File: config.mk
export PLATFORM = sky130hd
export DESIGN_NAME = bus_arbiter_rr_flat
export DESIGN_NICKNAME = d
export VERILOG_FILES = /design/src/rtl/bus_arbiter_rr_pkg.sv /design/src/rtl/bus_arbiter_rr_if.sv /design/src/rtl/bus_arbiter_rr_pick.sv /design/src/rtl/bus_arbiter_rr.sv /design/src/flat_wrapper.sv
export SDC_FILE = /design/constraint.sdc
export NUM_CORES = 1
export LEC_CHECK = 0
export BUFFER_PORTS_ARGS = -buffer_cell sky130_fd_sc_hd__buf_4
export CAP_MARGIN = 20
export CORE_AREA = 2 2 200 202
export CTS_BUF_LIST = sky130_fd_sc_hd__clkbuf_8
export DETAILED_ROUTE_END_ITERATION = 10
export DIE_AREA = 0 0 202 204
export SLEW_MARGIN = 20
export SYNTH_ARGS = -nofsm -noshare
export SYNTH_HDL_FRONTEND = slang
export SYNTH_SLANG_ARGS = --single-unit
File: constraint.sdc
create_clock -name clk -period 5.6 [get_ports clk]
set_input_delay 1.68 -clock clk [delete_from_list [all_inputs] [get_ports clk]]
set_output_delay 1.68 -clock clk [all_outputs]
set_load 0.02 [all_outputs]
File: src/rtl/bus_arbiter_rr_pkg.sv
// Shared types, limits and helpers for the round-robin bus arbiter.
package arb_pkg;

  localparam int unsigned MAX_MASTERS = 8;
  localparam int unsigned WD_W        = 16;

  typedef enum logic {
    IDLE = 1'b0,
    OWN  = 1'b1
  } state_e;

  // Bits needed to hold an index in 0..n-1 (at least one bit).
  function automatic int unsigned clog2(input int unsigned n);
    int unsigned w;
    w = 1;
    while ((32'd1 << w) < n) w = w + 1;
    return w;
  endfunction

endpackage

File: src/rtl/bus_arbiter_rr_if.sv
// Master-side request/data lanes plus the shared slave bus.
// The arbiter takes the 'master' modport (it masters the shared slave bus);
// the surrounding masters and slave take the 'slave' modport.
interface bus_arbiter_rr_if #(
  parameter int unsigned N_MASTERS = 4,
  parameter int unsigned AW        = 32,
  parameter int unsigned DW        = 32
);

  logic [N_MASTERS-1:0]    req;
  logic [N_MASTERS-1:0]    gnt;
  logic                    hrd;
  logic [N_MASTERS*AW-1:0] a_m;
  logic [N_MASTERS*DW-1:0] d_m;
  logic [N_MASTERS-1:0]    we_m;
  logic [N_MASTERS-1:0]    rd_m;
  logic [N_MASTERS*DW-1:0] spo_m;
  logic [N_MASTERS-1:0]    ready_m;
  logic [AW-1:0]           a;
  logic [DW-1:0]           d;
  logic                    we;
  logic                    rd;
  logic [DW-1:0]           spo;
  logic                    ready;
  logic                    irq;

  modport master (
    input  req, a_m, d_m, we_m, rd_m, spo, ready,
    output gnt, hrd, spo_m, ready_m, a, d, we, rd, irq
  );

  modport slave (
    output req, a_m, d_m, we_m, rd_m, spo, ready,
    input  gnt, hrd, spo_m, ready_m, a, d, we, rd, irq
  );

endinterface

File: src/rtl/bus_arbiter_rr_pick.sv
// Rotate-priority picker over the minor masters 1..N_MASTERS-1,
// starting with the first minor after ptr. Bit 0 is never picked.
module rr_pick
  import arb_pkg::*;
#(
  parameter int unsigned N_MASTERS = 4,
  localparam int unsigned OW       = clog2(N_MASTERS)
) (
  input  logic [N_MASTERS-1:0] req,
  input  logic [OW-1:0]        ptr,
  output logic [OW-1:0]        idx,
  output logic                 valid
);

  localparam int unsigned M = N_MASTERS - 1;

  // First requesting minor in cyclic order after ptr.
  always_comb begin
    int unsigned cand;
    idx   = '0;
    valid = 1'b0;
    cand  = 0;
    for (int unsigned k = 0; k < MAX_MASTERS - 1; k++) begin
      if (k < M) begin
        cand = ((32'(ptr) + k) % M) + 1;
        if (!valid && req[OW'(cand)]) begin
          valid = 1'b1;
          idx   = OW'(cand);
        end
      end
    end
  end

endmodule

File: src/rtl/bus_arbiter_rr.sv
// N-to-1 bus arbiter: master 0 has absolute priority at each arbitration
// point, minors share the bus round-robin, no preemption.
// Optional transfer watchdog enabled by defining ARB_TIMEOUT_EN.
module bus_arbiter_rr
  import arb_pkg::*;
#(
  parameter int unsigned N_MASTERS = 4,
  parameter int unsigned AW        = 32,
  parameter int unsigned DW        = 32,
  parameter int unsigned TIMEOUT   = 1024
) (
  input logic               clk,
  input logic               rst,
  bus_arbiter_rr_if.master  bus
);

  localparam int unsigned OW = clog2(N_MASTERS);

  state_e        state_q, state_d;
  logic [OW-1:0] owner_q, owner_d;
  logic [OW-1:0] ptr_q, ptr_d;
  logic [OW-1:0] eff;
  logic [OW-1:0] pick_idx;
  logic          pick_valid;
  logic          timeout_c;

  rr_pick #(.N_MASTERS(N_MASTERS)) u_pick (
    .req   (bus.req),
    .ptr   (ptr_q),
    .idx   (pick_idx),
    .valid (pick_valid)
  );

  // Master 0 is the default owner whenever the bus is idle.
  assign eff = (state_q == OWN) ? owner_q : '0;

  // State, owner and round-robin pointer registers.
  always_ff @(posedge clk or posedge rst) begin
    if (rst) begin
      state_q <= IDLE;
      owner_q <= '0;
      ptr_q   <= OW'(N_MASTERS - 1);
    end else begin
      state_q <= state_d;
      owner_q <= owner_d;
      ptr_q   <= ptr_d;
    end
  end

  // Arbitration in IDLE, hold-until-release in OWN.
  always_comb begin
    state_d = state_q;
    owner_d = owner_q;
    ptr_d   = ptr_q;
    case (state_q)
      IDLE: begin
        if (bus.req[0]) begin
          state_d = OWN;
          owner_d = '0;
        end else if (pick_valid) begin
          state_d = OWN;
          owner_d = pick_idx;
          ptr_d   = pick_idx;
        end
      end
      OWN: begin
        if (!bus.req[owner_q]) state_d = IDLE;
      end
      default: state_d = IDLE;
    endcase
  end

  // Grant, herald and the combinational data-path mux.
  always_comb begin
    bus.gnt     = '0;
    bus.a       = '0;
    bus.d       = '0;
    bus.we      = 1'b0;
    bus.rd      = 1'b0;
    bus.spo_m   = '0;
    bus.ready_m = '0;
    bus.irq     = timeout_c;
    bus.hrd     = (state_q == IDLE) && (|bus.req[N_MASTERS-1:1]) && !bus.req[0];
    for (int i = 0; i < N_MASTERS; i++) begin
      if (eff == OW'(i)) begin
        bus.gnt[i]               = 1'b1;
        bus.a                    = bus.a_m[i*AW +: AW];
        bus.d                    = bus.d_m[i*DW +: DW];
        bus.we                   = bus.we_m[i];
        bus.rd                   = bus.rd_m[i];
        bus.spo_m[i*DW +: DW]    = timeout_c ? '1 : bus.spo;
        bus.ready_m[i]           = bus.ready | timeout_c;
      end
    end
  end

`ifdef ARB_TIMEOUT_EN
  logic [WD_W-1:0] wd_q;
  logic            wd_run_c;

  assign wd_run_c  = (state_q == OWN) && (bus.we_m[eff] | bus.rd_m[eff]) && !bus.ready;
  assign timeout_c = wd_run_c && (wd_q == WD_W'(TIMEOUT - 1));

  // Stall counter; clears on ready, on a state change and after firing.
  always_ff @(posedge clk or posedge rst) begin
    if (rst) begin
      wd_q <= '0;
    end else if (wd_run_c && (state_d == OWN) && !timeout_c) begin
      wd_q <= wd_q + WD_W'(1);
    end else begin
      wd_q <= '0;
    end
  end
`else
  logic unused_timeout;

  assign timeout_c      = 1'b0;
  assign unused_timeout = ^WD_W'(TIMEOUT);
`endif

endmodule

File: src/flat_wrapper.sv
// flat-port wrapper written by rule: the top's interface ports become plain ports
module bus_arbiter_rr_flat import arb_pkg::*;
#(
  parameter int unsigned N_MASTERS = 4,
  parameter int unsigned AW        = 32,
  parameter int unsigned DW        = 32,
  parameter int unsigned TIMEOUT   = 1024
)
  (clk, rst, bus_req, bus_a_m, bus_d_m, bus_we_m, bus_rd_m, bus_spo, bus_ready, bus_gnt, bus_hrd, bus_spo_m, bus_ready_m, bus_a, bus_d, bus_we, bus_rd, bus_irq);
  bus_arbiter_rr_if #(.N_MASTERS(N_MASTERS), .AW(AW), .DW(DW)) bus_i ();
  input logic clk;
  input logic rst;
  input wire logic [$bits(bus_i.req)-1:0] bus_req;
  input wire logic [$bits(bus_i.a_m)-1:0] bus_a_m;
  input wire logic [$bits(bus_i.d_m)-1:0] bus_d_m;
  input wire logic [$bits(bus_i.we_m)-1:0] bus_we_m;
  input wire logic [$bits(bus_i.rd_m)-1:0] bus_rd_m;
  input wire logic [$bits(bus_i.spo)-1:0] bus_spo;
  input wire logic [$bits(bus_i.ready)-1:0] bus_ready;
  output wire logic [$bits(bus_i.gnt)-1:0] bus_gnt;
  output wire logic [$bits(bus_i.hrd)-1:0] bus_hrd;
  output wire logic [$bits(bus_i.spo_m)-1:0] bus_spo_m;
  output wire logic [$bits(bus_i.ready_m)-1:0] bus_ready_m;
  output wire logic [$bits(bus_i.a)-1:0] bus_a;
  output wire logic [$bits(bus_i.d)-1:0] bus_d;
  output wire logic [$bits(bus_i.we)-1:0] bus_we;
  output wire logic [$bits(bus_i.rd)-1:0] bus_rd;
  output wire logic [$bits(bus_i.irq)-1:0] bus_irq;
  assign bus_i.req = bus_req;
  assign bus_i.a_m = bus_a_m;
  assign bus_i.d_m = bus_d_m;
  assign bus_i.we_m = bus_we_m;
  assign bus_i.rd_m = bus_rd_m;
  assign bus_i.spo = bus_spo;
  assign bus_i.ready = bus_ready;
  assign bus_gnt = bus_i.gnt;
  assign bus_hrd = bus_i.hrd;
  assign bus_spo_m = bus_i.spo_m;
  assign bus_ready_m = bus_i.ready_m;
  assign bus_a = bus_i.a;
  assign bus_d = bus_i.d;
  assign bus_we = bus_i.we;
  assign bus_rd = bus_i.rd;
  assign bus_irq = bus_i.irq;
  bus_arbiter_rr #(.N_MASTERS(N_MASTERS), .AW(AW), .DW(DW), .TIMEOUT(TIMEOUT)) u_core (.clk(clk), .rst(rst), .bus(bus_i));
endmodule
==> impl_metrics.toml <==
[hold_path]
hold-path-endpoint = "u_core.ptr_q[1]$_DFFE_PP1P_"
min_from = "u_core.ptr_q[1]$_DFFE_PP1P_"
holdPathStages = 2
hold_path.class = "reg -> reg"

[sta]
finalSetupTns_ns = 0
post-route-period-util = 0.765
worstMarginPinSlew_ns = 1.07
hold_viol_final = 0
setup_viol = 0
report.final.slew_viol_count = 0
max_freq_ghz = 0.233
skew_ns = 0.000287
min_period_ns = 4.29
rsz0062_at_grt = "false"
whs_ns = 0.487
maxSlewHeadroom = 0.288

[route]
drt_iter0_markers = 327
dr.pass1.iters = 5
vias = 6310
drc = 0
drtAntennaViolNets = 0
routed_via_density = 4.05
wl_per_cell_um = 15.3
drt_wl_total_um = 23800

[die]
start_util = 0.105
row_count = 73
pin_count = 507
core_sq_um = 39200
fp.dieW_um = 202
die_h_um = 204
die_area_sq_um = 41200

[logic_synthesis]
syn-instance-count = 584
synth_cell_types = 35
syn_avg_cell_area_sq_um = 7.06
postSynth.asyncResetShare = 1.00
seq_area_frac_synth = 0.0310
synth_edf_count = 0
synth_ff_type = "dfrtp_1"
ys_warn_count = 0
synthesis.area_sq_um = 4120
syn_nets = 889
synth_seq_cells = 5

[global_routing]
grt_pass1_wl_um = 33800
grt_usage = 0.102
antenna_found_initial = 0
grtUsageMet1 = 0.115
use_met3 = 0.0191
grt_pass1_vias = 6016
met2_usage = 0.196
grt_max_degree = 94
grt.busiest_layer = "met2"
overflow = 0

[worst_setup_path]
critical_path_arrival_ns = 2.61
critPathMaxFanout = 70
r2r_end = "u_core.owner_q[1]$_DFFE_PP0P_"
critical_path_class = "reg -> out"
worstPathRequired_ns = 3.92
r2r_slack_ns = 3.23
start_kind = "flip-flop"
reg2reg_depth = 6
critPathCaptureType = "output port"
rr_startpoint = "u_core.ptr_q[0]$_DFFE_PP1P_"

[clock_tree]
cts_tree = "done"
htreeDepth = 1
cts_resized = 0
clkLatencyLatePin_ns = 0.21
cts_buffers = 3
path_clk_slew_ns = 0.03
post-cts-setup-buffers = 0
clockBufferDepth = 2
cts.sinks = 5
cts_root_buf = "clkbuf_8"
cts_hold_buf = 0

[layout]
finalNetCount = 1340
num-fill-cells = 4362
areaGrowthSynthToFinish_pct = 105
final_cells = 1559
drive_gt1_frac = 0.566
n_antenna_cell = 0

[placed_design]
place_hpwl_um = 19300
dp.cells = 1555
place.gp.congestion = 0.828
port_buffers = 505

[outcome]
status = "complete, no violations"

[flow_run]
maxCapViolCount = 0

[power_and_ir_drop]
power_density_nw_per_um2 = 387
ir_worst_vdd_mv = 0.146
power_leakage_uw = 0.00396
==> cells by family (layout without fill, tap and decap cells) <==
| logic type | after synthesis | in the layout | share of synthesized area |
|---|---|---|---|
| muxes | 72 | 72 | 0.208 |
| adders and majority gates | 2 | 2 | 0.00607 |
| other | 1 | 1 | 0.000910 |
| and+or+nand+nor | 281 | 281 | 0.399 |
| DFF | 5 | 5 | 0.0310 |
| buffers and inverters | 75 | 525 | 0.0765 |
| AOI/OAI and AO/OA | 148 | 148 | 0.278 |
==> per-stage QoR <==
stage          area, sq um  utilization  power [uW]  setup WS, ns
2_1_floorplan         4120            -        2000          1.56
5_1_grt               8440        0.215        3490          1.16
4_1_cts               8440        0.215        3300          1.25
3_5_place_dp          8390        0.214        3220          1.31
3_3_place_gp          8390        0.214        3210          1.31
6_report              8440        0.215        3270          1.31
==> cell type report <==
cell class	count	area, sq um	area share
timing repair buffer	515	3890	0.461
tap	525	657	0.0778
inverter	6	22.5	0.00267
clock buffer	3	41.3	0.00489
clock inverter	1	3.75	0.000445
sequential	5	134	0.0159
multi-input combinational	504	3690	0.437
==> placed cells by master, fill, tap and decap left out, types with 2 or more instances in the layout <==
master      n
a221o_1    66
buf_4     513
mux2_1     18
o31ai_1     2
nand2_1     9
dfrtp_2     2
and2_1    132
mux4_2      3
o21ai_2     2
nand3_1    66
nand2b_1   68
mux2_2     49
o21ai_0     2
clkbuf_8    3
dfstp_2     2
a21oi_1    68
ha_1        2
nor2_1      2
buf_12      2
inv_1       6
==> worst max path at each step <==
stage | start | to | slack (ns)
5_1_grt | u_core.owner_q[1]$_DFFE_PP0P_ | bus_spo_m[117] | 1.16
4_1_cts | u_core.owner_q[1]$_DFFE_PP0P_ | bus_spo_m[64] | 1.25
6_report | u_core.owner_q[1]$_DFFE_PP0P_ | bus_d[19] | 1.31
3_3_place_gp | bus_d_m[115] | bus_d[19] | 1.31
3_5_place_dp | bus_d_m[115] | bus_d[19] | 1.31
2_1_floorplan | bus_a_m[118] | bus_a[22] | 1.56
==> cells in the mapped netlist, drive strengths merged (2+ instances only) <==
cell    number  area share
a21oi       69       0.085
a221o       66        0.16
and2       133        0.20
buf         30       0.036
clkbuf      39       0.036
dfrtp        3       0.018
dfstp        2       0.013
ha           2      0.0061
inv          6      0.0055
mux2        67        0.18
mux4         4       0.023
nand2        9      0.0082
nand2b      68        0.10
nand3       66       0.080
nor2         3      0.0027
o21ai        4      0.0058
o31ai        3      0.0088
==> critical path, cell delays in order (launching register included) <==
cell	delay [ns]
dfrtp_4	0.94
buf_4	0.49
mux2_1	0.40
a221o_1	0.33
buf_4	0.16
==> power breakdown <==
| group | internal, uW | total (uW) | switching (uW) | leakage (uW) |
|---|---|---|---|---|
| Sequential | 59.7 | 162 | 102 | 0.0000543 |
| Clock | 46.9 | 63.0 | 16.1 | 0.0000269 |
| Combinational | 1360 | 3040 | 1690 | 0.00388 |
==> metal layers <==
layer	routed length [um]	vias up
met4	563	0
met2	12400	340
li1	-	3022
met1	8920	2924
met3	2010	24
met5	0	-
==> sequential cells by signal, summed over array words and instances, names as in the netlist <==
signal / flops
u_core.state_q: 1
u_core.owner_q: 2
u_core.ptr_q: 2
No activity file was read; power rests on OpenSTA's default activity.
